### src/rtl/wb_pkg.sv
`default_nettype none
// +----------------------------------------------------------------------------+
// | Module      : wb_pkg                                                       |
// | Description : Shared definitions for the Wishbone arbiter slice: FSM state |
// |               encoding, bus width defaults (kept consistent with def.v),   |
// |               the timeout default and the master index type.               |
// | Revision    : 1.0 - initial release                                        |
// +----------------------------------------------------------------------------+
package wb_pkg;

  // Arbiter FSM encoding (legacy-compatible single-bit states)
  localparam logic IDLE = 1'b0;
  localparam logic BUSY = 1'b1;

  // Bus width defaults, mirroring address_width/data_width/select_width
  localparam int AW_DEF        = 8;
  localparam int DW_DEF        = 8;
  localparam int SW_DEF        = 1;
  localparam int NM_DEF        = 4;
  localparam int TO_CYCLES_DEF = 16;

  // Master index width: wide enough for up to four masters
  localparam int IDX_W = 2;
  typedef logic [IDX_W-1:0] idx_t;

endpackage : wb_pkg
`default_nettype wire

### src/rtl/wb_rr_pick.sv
`default_nettype none
// +----------------------------------------------------------------------------+
// | Module      : wb_rr_pick                                                   |
// | Description : Combinational round-robin picker. Searches the request       |
// |               vector upward starting at last+1, wrapping modulo NM, and    |
// |               returns the first requester found.                           |
// | Ports       : req  [NM-1:0] in  - request vector                           |
// |               last  idx_t   in  - index of the previous owner              |
// |               gnt  [NM-1:0] out - one-hot grant (zero if no request)       |
// |               idx   idx_t   out - index of the granted requester           |
// |               any           out - at least one request present             |
// | Revision    : 1.0 - initial release                                        |
// +----------------------------------------------------------------------------+
module wb_rr_pick
  import wb_pkg::*;
#(
  parameter int NM = NM_DEF
) (
  input  logic [NM-1:0] req,
  input  idx_t          last,
  output logic [NM-1:0] gnt,
  output idx_t          idx,
  output logic          any
);

  localparam int PW = $clog2(NM);

  int            w_pos;
  logic [PW-1:0] w_sel;
  logic          w_found;

  assign any = |req;

  always_comb begin
    gnt     = '0;
    idx     = '0;
    w_found = 1'b0;
    w_pos   = int'(last);
    w_sel   = '0;
    // Visit last+1, last+2, ... last+NM (the previous owner comes last)
    for (int k = 0; k < NM; k++) begin
      w_pos = (w_pos + 1) % NM;
      w_sel = PW'(w_pos);
      if (!w_found && req[w_sel]) begin
        w_found    = 1'b1;
        gnt[w_sel] = 1'b1;
        idx        = idx_t'(w_pos);
      end
    end
  end

endmodule : wb_rr_pick
`default_nettype wire

### src/rtl/wb_arbiter.sv
`default_nettype none
// +----------------------------------------------------------------------------+
// | Module      : wb_arbiter                                                   |
// | Description : Round-robin Wishbone arbiter sharing one slave port among    |
// |               NM (2..4) masters. No preemption: the owner keeps the bus    |
// |               until it drops CYC. One idle cycle separates owners.         |
// | Options     : WB_ARB_TIMEOUT_EN - when defined, a stalled strobe is        |
// |               aborted with a one-cycle error after TO_CYCLES cycles.       |
// | Ports       : CLK_I, RST_I (async, active-high)                            |
// |               M_CYC_I/M_STB_I/M_WE_I [NM]   master controls                |
// |               M_ADR_I/M_DAT_I/M_SEL_I       packed master buses            |
// |               M_DAT_O, M_ACK_O, M_ERR_O     responses to masters           |
// |               GNT_O [NM]                    one-hot grant                  |
// |               S_*_O / S_DAT_I/S_ACK_I/S_ERR_I  slave side                  |
// | Revision    : 1.0 - initial release                                        |
// +----------------------------------------------------------------------------+
module wb_arbiter
  import wb_pkg::*;
#(
  parameter int AW        = AW_DEF,
  parameter int DW        = DW_DEF,
  parameter int SW        = SW_DEF,
  parameter int NM        = NM_DEF,
  parameter int TO_CYCLES = TO_CYCLES_DEF
) (
  input  logic             CLK_I,
  input  logic             RST_I,
  input  logic [NM-1:0]    M_CYC_I,
  input  logic [NM-1:0]    M_STB_I,
  input  logic [NM-1:0]    M_WE_I,
  input  logic [NM*AW-1:0] M_ADR_I,
  input  logic [NM*DW-1:0] M_DAT_I,
  input  logic [NM*SW-1:0] M_SEL_I,
  output logic [DW-1:0]    M_DAT_O,
  output logic [NM-1:0]    M_ACK_O,
  output logic [NM-1:0]    M_ERR_O,
  output logic [NM-1:0]    GNT_O,
  output logic [AW-1:0]    S_ADR_O,
  output logic [DW-1:0]    S_DAT_O,
  output logic [SW-1:0]    S_SEL_O,
  output logic             S_WE_O,
  output logic             S_STB_O,
  output logic             S_CYC_O,
  input  logic [DW-1:0]    S_DAT_I,
  input  logic             S_ACK_I,
  input  logic             S_ERR_I
);

  logic          r_state;
  logic [NM-1:0] r_gnt;
  idx_t          r_idx;
  idx_t          r_last;

  logic [NM-1:0] w_pick_gnt;
  idx_t          w_pick_idx;
  logic          w_any;
  logic          w_busy;
  logic          w_cyc_g;
  logic          w_stb_g;
  logic          w_timeout;

  wb_rr_pick #(
    .NM (NM)
  ) u_pick (
    .req  (M_CYC_I),
    .last (r_last),
    .gnt  (w_pick_gnt),
    .idx  (w_pick_idx),
    .any  (w_any)
  );

  assign w_busy  = (r_state == BUSY);
  assign w_cyc_g = M_CYC_I[r_idx];
  assign w_stb_g = M_STB_I[r_idx] & w_cyc_g;

`ifdef WB_ARB_TIMEOUT_EN
  // Counts stalled strobe cycles of the current owner. The counter is held
  // at zero while idle, so every new owner starts from a clean count.
  logic [7:0] r_to_cnt;
  logic       w_stall;

  assign w_stall   = w_busy & w_stb_g & ~S_ACK_I & ~S_ERR_I;
  // Fires in the TO_CYCLES-th consecutive stall cycle
  assign w_timeout = w_stall & (r_to_cnt == 8'(TO_CYCLES - 1));

  always_ff @(posedge CLK_I or posedge RST_I) begin
    if (RST_I) begin
      r_to_cnt <= '0;
    end else if (!w_busy || S_ACK_I || S_ERR_I || w_timeout) begin
      r_to_cnt <= '0;
    end else if (w_stall) begin
      r_to_cnt <= r_to_cnt + 8'd1;
    end
  end
`else
  logic [7:0] w_unused_to;
  assign w_unused_to = 8'(TO_CYCLES);
  assign w_timeout   = 1'b0;
`endif

  // Grant FSM: grant registered in IDLE, released when the owner drops CYC
  // (or on timeout). Leaving BUSY always passes through IDLE, which creates
  // the dead cycle between owners.
  always_ff @(posedge CLK_I or posedge RST_I) begin
    if (RST_I) begin
      r_state <= IDLE;
      r_gnt   <= '0;
      r_idx   <= '0;
      r_last  <= idx_t'(NM - 1);
    end else begin
      case (r_state)
        IDLE: begin
          if (w_any) begin
            r_gnt   <= w_pick_gnt;
            r_idx   <= w_pick_idx;
            r_state <= BUSY;
          end
        end
        BUSY: begin
          if (!w_cyc_g || w_timeout) begin
            r_last  <= r_idx;
            r_gnt   <= '0;
            r_state <= IDLE;
          end
        end
        default: begin
          r_gnt   <= '0;
          r_state <= IDLE;
        end
      endcase
    end
  end

  // Slave-side mux: everything is forced low while idle
  always_comb begin
    S_ADR_O = '0;
    S_DAT_O = '0;
    S_SEL_O = '0;
    S_WE_O  = 1'b0;
    S_STB_O = 1'b0;
    S_CYC_O = 1'b0;
    if (w_busy) begin
      S_ADR_O = M_ADR_I[r_idx*AW +: AW];
      S_DAT_O = M_DAT_I[r_idx*DW +: DW];
      S_SEL_O = M_SEL_I[r_idx*SW +: SW];
      S_WE_O  = M_WE_I[r_idx];
      S_STB_O = w_stb_g & ~w_timeout;
      S_CYC_O = w_cyc_g & ~w_timeout;
    end
  end

  // Responses go to the owner only; error takes precedence over acknowledge
  assign M_ACK_O = w_busy ? (r_gnt & {NM{S_ACK_I & ~S_ERR_I & ~w_timeout}}) : '0;
  assign M_ERR_O = w_busy ? (r_gnt & {NM{S_ERR_I | w_timeout}}) : '0;
  assign M_DAT_O = S_DAT_I;
  assign GNT_O   = r_gnt;

endmodule : wb_arbiter
`default_nettype wire

### config.mk
export PLATFORM = sky130hd
export DESIGN_NAME = wb_arbiter
export DESIGN_NICKNAME = d
export VERILOG_FILES = /design/src/rtl/wb_pkg.sv /design/src/rtl/wb_rr_pick.sv /design/src/rtl/wb_arbiter.sv
export SDC_FILE = /design/constraint.sdc
export NUM_CORES = 1
export LEC_CHECK = 0
export CORE_MARGIN = 4
export CORE_UTILIZATION = 31
export DETAILED_ROUTE_END_ITERATION = 8
export HOLD_SLACK_MARGIN = 0.02
export PLACE_DENSITY_LB_ADDON = 0.3
export SYNTH_ARGS = -nofsm -noshare
export SYNTH_HDL_FRONTEND = slang
export SYNTH_SLANG_ARGS = --single-unit
### constraint.sdc
create_clock -name CLK_I -period 2.52 [get_ports CLK_I]
set_input_delay 0.504 -clock CLK_I [delete_from_list [all_inputs] [get_ports CLK_I]]
set_output_delay 0.504 -clock CLK_I [all_outputs]
set_load 0.03 [all_outputs]
==> summary.md, run 1 <==
| Metric | Value |
|---|---|
| Outcome | finished, final reports clean |
| Crit path buf inv count | 2 |
| Synth cell types | 42 |
| Syn Inst Count | 177 |
| Initial antenna violation count | 0 |
| Crit path time final | 2.40 ns |
| Final core occ | 56.0% |
| Routed Antenna Nets | 0 |
| Clk buf depth | 2 |
| Seq/Total Area, Yosys | 13.6% |
| Chip Width | 81.5 um |
| Actual slew at the worst max-slew pin | 0.583 ns |
| Total power | 2.90 mW |
| WP data required | 2.02 ns |
| Slowest CP cell | mux4_2 |
| Worst min path class | in2async |
| Remaining DRCs | 0 |
| Final HPWL DP | 4.89 mm |
| Pleak | 1.20 nW |
| Switching fraction of total power | 48.7% |
| Finished Cell Area | 2900 sq um |
| Ys Warns | 0 |
| Clock Power Share | 5.5% |
| Vias in the first global route | 1733 |
| WL final | 5.80 mm |
| Die Y | 81.5 um |
| Global-route wire length before repair | 8.76 mm |
| GRT overflow | 0 |
| PwrDens | 1000 nW/um^2 |
| Crit start category | input port |
| Area post-placement | 2870 sq um |
| Critical R2R Capture | GNT_O[2] |
| Crit share post-route | 95.1% |
| RSZ-0062 raised after global routing | no |
| Pre-antenna DRT Iters | 4 |
| Row cnt | 26 |
| Final std cells w/o fill | 358 |
| RD Place Congestion | 0.830 |
| Crit path max fanout | 1 |
| Logic pwr share | 83.9% |
| Arrival @ worst endpoint | 1.89 ns |
| #FFs+latches synth | 9 |
| CP cell instances | clkdlybuf4s50_1, mux4_2, and2_1, dlygate4sd2_1 |
| Max VDD drop | 0.615 mV |
| H-tree depth | 1 |
| Sink count of the clock tree | 9 |
| Worst Reg-to-Reg Cells | 7 |
| Root buf cell | clkbuf_8 |
| Hold_buf cts | 0 |
| Syn avg cell area | 9.47 sq um |
| Core Area | 5170 sq um |
| Die area | 6640 sq um |
| DR iter-0 viols | 68 |
| Reg clk slew, reported paths | 0.04 ns |
| Crit path max-delay family | buffers and inverters |
| CTS tree | yes |
| Worst Skew | 0.00380 ns |
| Clk_lat worst skew | 0.23 ns |
| Mapped cell area | 1680 sq um |
| Vias post-DR | 1815 |
| Share of layout cells above drive strength 1 | 21.2% |
| Setup Viol. Count Final | 0 |
| Setup_tns | 0 ns |
| Ant. Diodes | 0 |
| Area Overhead vs Synth | 73.0% |
| Vias per cell | 5.07 |
| Largest net degree at the start of global routing | 24 |
| IO Count | 132 |
| Psw | 1.41 mW |
| WS Path Type | in2out |
| CP endpoint kind | primary output |
| Num CTS Buffers | 3 |
| Slew HR | 61.1% |
| Pint | 1.49 mW |
| Max-slew violations | 0 |
| Syn_nets | 276 |
| Worst reg2reg startpoint | r_last[1] |
| Reg2Reg Setup Slack | 0.14 ns |
| IO Port Bufs | 115 |
| Slowest cell delay on critical path | 0.46 ns |
| Fin. Hold Viols | 0 |
| WL/cell | 16.2 um |
| Overall global routing resource usage | 16.7% |
| Final #Nets | 388 |
| Fmax | 417 MHz |
| Initial Util | 32.4% |
| Placed cell count | 354 |
| Max Cap Violations | 0 |
| Sequential Power Share | 10.6% |
==> power by group through the flow <==
stage          Sequential [mW]  Clock [mW]  Combinational (mW)
4_1_cts                  0.309       0.165                2.45
3_5_place_dp             0.310           0                2.54
5_1_grt                  0.326       0.171                2.62
2_1_floorplan            0.293           0                1.74
6_report                 0.308       0.160                2.44
3_3_place_gp             0.311           0                2.53
==> layer usage <==
| layer | wire length [um] | vias to the layer above | part of all wire [%] | GRT usage [%] |
|---|---|---|---|---|
| met2 | 2850 | 76 | 49 | 31.4 |
| met1 | 2190 | 861 | 38 | 19.8 |
| met5 | 0 | - | 0 | 0 |
| li1 | - | 876 | - | - |
| met3 | 746 | 2 | 13 | 3.51 |
| met4 | 10 | 0 | 0.17 | 2.03 |
==> state kept, by name (all words and copies together), names as in the netlist <==
register	count
r_idx	2
r_last	2
r_state	1
GNT_O	4
==> stage by stage <==
step	setup WS (ns)	hold slack, ns
2_1_floorplan	0.0226	0.330
3_3_place_gp	-0.108	0.501
3_5_place_dp	-0.107	0.507
4_1_cts	0.110	0.514
5_1_grt	0.00365	0.548
6_report	0.124	0.530
==> worst register-to-register path, stage by stage, from the launching register on <==
cell and delay (ns):
dfstp_2 0.60, inv_2 0.08, ha_4 0.31, mux2_2 0.34, mux2_4 0.30, a21o_1 0.16
a222oi_1 0.29, o221ai_1 0.15
==> cell usage in the layout, fill, tap and decap left out, types with 2 or more instances in the layout <==
cell              n
clkdlybuf4s50_1  91
buf_4            23
and2_1           22
mux4_2           20
nand2_1          16
dlygate4sd2_1    13
inv_1             8
nor2_1            8
dfrtp_1           7
a21oi_1           6
ha_1              6
o221ai_1          5
mux2i_1           4
nand2b_1          4
and3_1            4
nor3_1            3
mux2_2            3
o21ai_0           3
a21o_1            3
a221oi_1          3
nand3_1           3
clkbuf_8          3
nor2_2            2
nand3b_1          2
nand4b_1          2
mux2_4            2
nor2b_1           2
dfstp_2           2
==> cell usage after synthesis (all sizes together) <==
master / n / area, sq um
a32oi: 1 / 8.76
o21ai: 4 / 20.0
inv: 9 / 33.8
a222oi: 1 / 10.0
a21o: 3 / 22.5
nand4b: 2 / 17.5
and3b: 1 / 8.76
a21oi: 6 / 30.0
mux4: 20 / 450
nor3: 3 / 15.0
or3b: 1 / 8.76
mux2: 6 / 75.1
nand3: 3 / 15.0
dfstp: 2 / 52.6
buf: 16 / 121
o221ai: 5 / 43.8
or4: 1 / 7.51
dfrtp: 7 / 175
nor3b: 1 / 7.51
ha: 7 / 87.6
mux2i: 5 / 53.8
nand3b: 2 / 15.0
a211o: 1 / 8.76
nor2: 10 / 42.5
nand2: 16 / 60.1
nor2b: 2 / 12.5
o211ai: 1 / 7.51
a21boi: 1 / 7.51
clkbuf: 5 / 18.8
and2: 22 / 138
nand2b: 4 / 25.0
a221oi: 4 / 41.3
o41ai: 1 / 8.76
and3: 4 / 25.0
==> logic make-up after synthesis <==
logic type      count (synthesis)  synth area share [%]
compound gates                 28                  12.5
simple gates                   72                  23.7
flops                           9                  13.6
buf+inv                        30                  10.4
fa+ha+maj                       7                  5.23
mux                            31                  34.6
==> layout make-up <==
class                   count  area [sq um]
repair buffers            128          1220
well taps                  70          87.6
clock inverters             1          5.00
multi-input cells         138          1290
clock buffers               3          41.3
flip-flops and latches      9           228
inverters                   9          33.8
fillers                   461          2270
==> what timing repair did <==
action                     4_1_cts  5_1_grt
setup endpoints to repair       13        1
resized for setup               13        1
pin swaps                        0        2
buffers inserted                 0        0
==> worst max-delay path by stage <==
| stage | startpoint | to | slack [ns] | cells past startpoint |
|---|---|---|---|---|
| after global routing | r_state | M_ERR_O[0] | 0.004 | 2 |
| after CTS | M_CYC_I[1] | S_STB_O | 0.11 | 5 |
| after global placement | M_DAT_I[7] | S_DAT_O[7] | -0.11 | 4 |
| final | M_DAT_I[23] | S_DAT_O[7] | 0.12 | 4 |
| after detailed placement | M_ADR_I[24] | S_ADR_O[0] | -0.11 | 4 |
| after floorplan | r_last[0] | GNT_O[2] | 0.02 | 9 |
(Power assumes the default switching activity.)
==> inputs of run 2 (changes only) <==
- CORE_ASPECT_RATIO: default -> 0.75
- MAX_ROUTING_LAYER: default -> met4
==> summary.md, run 2 (synthesized netlist as in run 1, its figures left out) <==
| Metric | Value |
|---|---|
| WL final | 5.86 mm (was 5.80 mm) |
| Most frequent cells in the layout | 91 x clkdlybuf4s50_1, 28 x buf_4, 22 x and2_1 (was 91 x clkdlybuf4s50_1, 23 x buf_4, 22 x and2_1) |
| Ant. Diodes | 0 (unchanged) |
| Worst Skew | 0.00363 ns (was 0.00380 ns) |
| Outcome | finished, final reports clean (unchanged) |
| Arrival @ worst endpoint | 1.94 ns (was 1.89 ns) |
| GRT overflow | 0 (unchanged) |
| Chip Width | 92.9 um (was 81.5 um) |
| CP cell instances | clkdlybuf4s50_1, mux4_2, and2_1, dlygate4sd2_1 (unchanged) |
| Max reg flops | 4 (unchanged) |
| Vias post-DR | 1824 (was 1815) |
| Pre-antenna DRT Iters | 5 (was 4) |
| Finished Cell Area | 2910 sq um (was 2900 sq um) |
| Worst min path class | reg2reg (was in2async) |
| Share of layout cells above drive strength 1 | 22.1% (was 21.2%) |
| Setup_tns | 0 ns (unchanged) |
| Num CTS Buffers | 3 (unchanged) |
| Clock Power Share | 5.8% (was 5.5%) |
| Setup Viol. Count Final | 0 (unchanged) |
| Switching fraction of total power | 48.9% (was 48.7%) |
| WL/cell | 16.2 um (about the same) |
| Initial antenna violation count | 0 (unchanged) |
| Most common cell after layout, fill and taps aside | clkdlybuf4s50_1 (unchanged) |
| Overall global routing resource usage | 17.3% (was 16.7%) |
| Actual slew at the worst max-slew pin | 0.380 ns (was 0.583 ns) |
| Final #Nets | 389 (was 388) |
| Final std cells w/o fill | 361 (was 358) |
| Max-slew violations | 0 (unchanged) |
| Global-route wire length before repair | 8.89 mm (was 8.76 mm) |
| Vias per cell | 5.05 (was 5.07) |
| Area post-placement | 2870 sq um (unchanged) |
| WS Path Type | in2out (unchanged) |
| Largest net degree at the start of global routing | 21 (was 24) |
| Sequential Power Share | 9.3% (was 10.6%) |
| Max VDD drop | 0.441 mV (was 0.615 mV) |
| IO Count | 132 (unchanged) |
| PwrDens | 1020 nW/um^2 (was 1000 nW/um^2) |
| Core Area | 5060 sq um (was 5170 sq um) |
| Root buf cell | clkbuf_8 (unchanged) |
| Crit path time final | 2.45 ns (was 2.40 ns) |
| Slowest CP cell | mux4_2 (unchanged) |
| Pleak | 1.21 nW (was 1.20 nW) |
| Slew HR | 74.7% (was 61.1%) |
| Reg clk slew, reported paths | 0.05 ns (was 0.04 ns) |
| Final HPWL DP | 5.00 mm (was 4.89 mm) |
| Logic pwr share | 84.9% (was 83.9%) |
| Die area | 6660 sq um (was 6640 sq um) |
| Row cnt | 22 (was 26) |
| Filler Cell Count | 456 (was 461) |
| Vias in the first global route | 1762 (was 1733) |
| Clk_lat worst skew | 0.24 ns (was 0.23 ns) |
| IO Port Bufs | 115 (unchanged) |
| Crit path max fanout | 1 (unchanged) |
| Final hold slack | 0.504 ns (was 0.530 ns) |
| RD Place Congestion | 0.897 (was 0.830) |
| H-tree depth | 1 (unchanged) |
| Routed Antenna Nets | 0 (unchanged) |
| Slowest cell delay on critical path | 0.48 ns (was 0.46 ns) |
| WP data required | 2.02 ns (about the same) |
| DR iter-0 viols | 73 (was 68) |
| CTS tree | yes (unchanged) |
| Fmax | 408 MHz (was 417 MHz) |
| CP endpoint kind | primary output (unchanged) |
| Initial Util | 33.1% (was 32.4%) |
| Final core occ | 57.4% (was 56.0%) |
| Placed cell count | 357 (was 354) |
| Pint | 1.52 mW (was 1.49 mW) |
| Max Cap Violations | 0 (unchanged) |
| Sink count of the clock tree | 9 (unchanged) |
| Post-Place Worst Slack | -0.156 ns (was -0.107 ns) |
| Area Overhead vs Synth | 73.5% (was 73.0%) |
| Crit start category | input port (unchanged) |
| Die Y | 71.7 um (was 81.5 um) |
| Psw | 1.45 mW (was 1.41 mW) |
| Final worst-path setup slack | 0.0710 ns (was 0.124 ns) |
| Crit path buf inv count | 2 (unchanged) |
| Total power | 2.97 mW (was 2.90 mW) |
| Remaining DRCs | 0 (unchanged) |
| Fin. Hold Viols | 0 (unchanged) |
| RSZ-0062 raised after global routing | no (unchanged) |
| Crit share post-route | 97.2% (was 95.1%) |
| Crit path max-delay family | buffers and inverters (unchanged) |
| Clk buf depth | 2 (unchanged) |
## run 2: cell types whose count changed in the layout (fill, tap and decap cells not counted)
cell and change:
inv_1 +1, dlymetal6s2s_1 +1, clkinv_2 -1, buf_4 +5
clkbuf_1 +1, inv_2 -1, dlygate4sd2_1 -5
## run 2: cell type report
class	count	area (sq um)	area share, %
Inverter	9	33.8	1.16
Multi-Input combinational cell	138	1290	44.3
Sequential cell	9	228	7.83
Timing Repair Buffer	129	1220	42.1
Tap cell	72	90.1	3.10
Clock buffer	4	45.0	1.55
## run 2: final timing paths
| path | slack, ns | end | cells after the start | startpoint |
|---|---|---|---|---|
| hold / removal | 0.50 | r_last[1] | 2 | r_last[1] |
| min in group asynchronous | 0.53 | r_idx[0] | 2 | RST_I |
| max in group asynchronous | 1.68 | r_last[1] | 2 | RST_I |
| setup reg to reg | 0.13 | GNT_O[2] | 7 | r_last[0] |
| setup / recovery | 0.07 | S_ADR_O[7] | 4 | M_ADR_I[31] |
| hold reg to reg | 0.50 | r_last[1] | 2 | r_last[1] |
## run 2: what timing repair did
action	in CTS	in global routing
hold buffers	0	0
buffers inserted	0	0
gates resized for setup	8	1
endpoints found under the setup margin	8	1
gates cloned	0	0
pin swaps	0	0
## run 2: power by group through the flow
stage | logic, mW | clock network [mW] | registers (mW)
6_report | 2.52 | 0.171 | 0.275
5_1_grt | 2.72 | 0.185 | 0.285
4_1_cts | 2.53 | 0.174 | 0.276
3_5_place_dp | 2.58 | 0 | 0.278
3_3_place_gp | 2.57 | 0 | 0.274
2_1_floorplan | 1.74 | 0 | 0.293
## run 2: routing by layer
| metal | GRT usage (%) | vias to the layer above | share of wire [%] |
|---|---|---|---|
| met5 | - | - | 0 |
| met3 | 3.57 | 8 | 6.3 |
| li1 | - | 877 | - |
| met2 | 27.8 | 68 | 50 |
| met1 | 22.5 | 871 | 42 |
| met4 | 3.90 | 0 | 1.6 |
## run 2: worst min-delay path, delay by kind of cell (launching register included)
family        cells  cell delay [ns]
simple gates      2             0.11
flops             1             0.39
==> inputs of run 3 (changes only) <==
- CORE_MARGIN: 4 -> 3
- GPL_ROUTABILITY_DRIVEN: default -> 0
- TNS_END_PERCENT: default -> 10
==> summary.md, run 3 (synthesized netlist as in run 1, its figures left out) <==
| Metric | Value |
|---|---|
| CTS tree | yes (unchanged) |
| Remaining DRCs | 0 (unchanged) |
| Crit share post-route | 97.3% (was 97.2%) |
| H-tree depth | 1 (unchanged) |
| Num CTS Buffers | 3 (unchanged) |
| IO Count | 132 (unchanged) |
| Routed Antenna Nets | 0 (unchanged) |
| Sink count of the clock tree | 9 (unchanged) |
| Finished Cell Area | 2910 sq um (about the same) |
| Global-route wire length before repair | 9.30 mm (was 8.89 mm) |
| Vias in the first global route | 1837 (was 1762) |
| Worst Skew | 0.00375 ns (was 0.00363 ns) |
| Share of layout cells above drive strength 1 | 20.6% (was 22.1%) |
| Final hold slack | 0.517 ns (was 0.504 ns) |
| Max Cap Violations | 0 (unchanged) |
| Initial Util | 33.1% (unchanged) |
| Post-CTS setup buffer count | 0 (unchanged) |
| Footprint of the multi-input gates | 1290 sq um (unchanged) |
| Max reg flops | 4 (unchanged) |
| Ant. Diodes | 0 (unchanged) |
| Chip Width | 90.9 um (was 92.9 um) |
| Reg clk slew, reported paths | 0.05 ns (about the same) |
| Most common cell after layout, fill and taps aside | clkdlybuf4s50_1 (unchanged) |
| Max VDD drop | 0.489 mV (was 0.441 mV) |
| Area Overhead vs Synth | 73.6% (was 73.5%) |
| Max-slew violations | 0 (unchanged) |
| Filler Cell Count | 464 (was 456) |
| Actual slew at the worst max-slew pin | 0.384 ns (was 0.380 ns) |
| Pleak | 1.20 nW (was 1.21 nW) |
| Pre-antenna DRT Iters | 4 (was 5) |
| Area occupied by registers | 229 sq um (was 228 sq um) |
| Outcome | finished, final reports clean (unchanged) |
| Root buf cell | clkbuf_8 (unchanged) |
| WP data required | 2.61 ns (was 2.02 ns) |
| Slew HR | 74.4% (was 74.7%) |
| Crit start category | register (was input port) |
| Vias post-DR | 1816 (was 1824) |
| DR iter-0 viols | 66 (was 73) |
| Final #Nets | 387 (was 389) |
| Die Y | 69.7 um (was 71.7 um) |
| GRT overflow | 0 (unchanged) |
| Resize count post-CTS | 13 (was 8) |
| Vias per cell | 5.06 (was 5.05) |
| Worst min path class | reg2reg (unchanged) |
| WL/cell | 16.6 um (was 16.2 um) |
| WS Path Type | reg2reg (was in2out) |
| Hold_buf cts | 0 (unchanged) |
| Clk_lat worst skew | 0.24 ns (about the same) |
| WL final | 5.96 mm (was 5.86 mm) |
| Most frequent cells in the layout | 90 x clkdlybuf4s50_1, 22 x and2_1, 21 x buf_4 (was 91 x clkdlybuf4s50_1, 28 x buf_4, 22 x and2_1) |
| Area post-placement | 2880 sq um (was 2870 sq um) |
| Arrival @ worst endpoint | 2.54 ns (was 1.94 ns) |
| Overall global routing resource usage | 18.9% (was 17.3%) |
| Setup Viol. Count Final | 0 (unchanged) |
| Crit path time final | 2.45 ns (about the same) |
| Fin. Hold Viols | 0 (unchanged) |
| Largest net degree at the start of global routing | 25 (was 21) |
| Final HPWL DP | 5.06 mm (was 5.00 mm) |
| PwrDens | 1010 nW/um^2 (was 1020 nW/um^2) |
| RSZ-0062 raised after global routing | no (unchanged) |
| Crit path max fanout | 8 (was 1) |
| Row cnt | 22 (unchanged) |
| Initial antenna violation count | 0 (unchanged) |
| Die area | 6330 sq um (was 6660 sq um) |
| Fmax | 408 MHz (about the same) |
| Clk buf depth | 2 (unchanged) |
| CP endpoint kind | register (was primary output) |
| Core Area | 5060 sq um (unchanged) |
| IO Port Bufs | 115 (unchanged) |
## run 3: stage by stage
stage / instances / utilization (%) / power (mW) / worst slack, ns / TNS (ns)
3_3_place_gp: 355 / 56.8 / 2.83 / -0.126 / -1.22
2_1_floorplan: 177 / - / 2.04 / 0.0226 / 0
6_report: 359 / 57.4 / 2.95 / 0.0680 / 0
3_5_place_dp: 355 / 56.8 / 2.86 / -0.151 / -1.41
4_1_cts: 359 / 57.4 / 2.95 / 0.0611 / 0
5_1_grt: 359 / 57.4 / 3.14 / 0.0116 / 0
## run 3: final cells by class
type	count	area share (%)
Timing Repair Buffer	127	42.1
Clock buffer	4	1.55
Sequential cell	9	7.87
Inverter	9	1.16
Tap cell	72	3.10
Multi-Input combinational cell	138	44.2
## run 3: worst max-delay path, stage by stage, from the launching register on
cell	delay, ns
dfstp_2	0.58
inv_1	0.12
ha_4	0.32
mux2_2	0.35
mux2_4	0.31
a21o_1	0.17
a222oi_1	0.28
o221ai_1	0.19
## run 3: per-layer routing
layer / track usage [%] / vias to the layer above / part of all wire (%) / wire (um)
met5: - / - / 0 / 0
met4: 1.51 / 0 / 0.47 / 28
met3: 4.01 / 4 / 6.3 / 377
met2: 33.5 / 69 / 52 / 3110
met1: 23.2 / 869 / 41 / 2450
li1: - / 874 / - / -
## run 3: worst paths after layout
check                          start  cells past startpoint  slack [ns]   endpoint
hold reg to reg            r_last[1]                      2        0.52  r_last[1]
setup reg to reg           r_last[1]                      7        0.07   GNT_O[2]
hold / removal             r_last[1]                      2        0.52  r_last[1]
setup / recovery           r_last[1]                      7        0.07   GNT_O[2]
min in group asynchronous      RST_I                      2        0.53   GNT_O[1]
max in group asynchronous      RST_I                      2        1.68  r_last[0]
## run 3: report_power, final
part           leakage (nW)  internal (mW)  switching (mW)  total, mW
Clock                0.0228          0.110          0.0586      0.169
Sequential            0.109          0.218          0.0937      0.312
Combinational          1.07           1.17            1.30       2.46
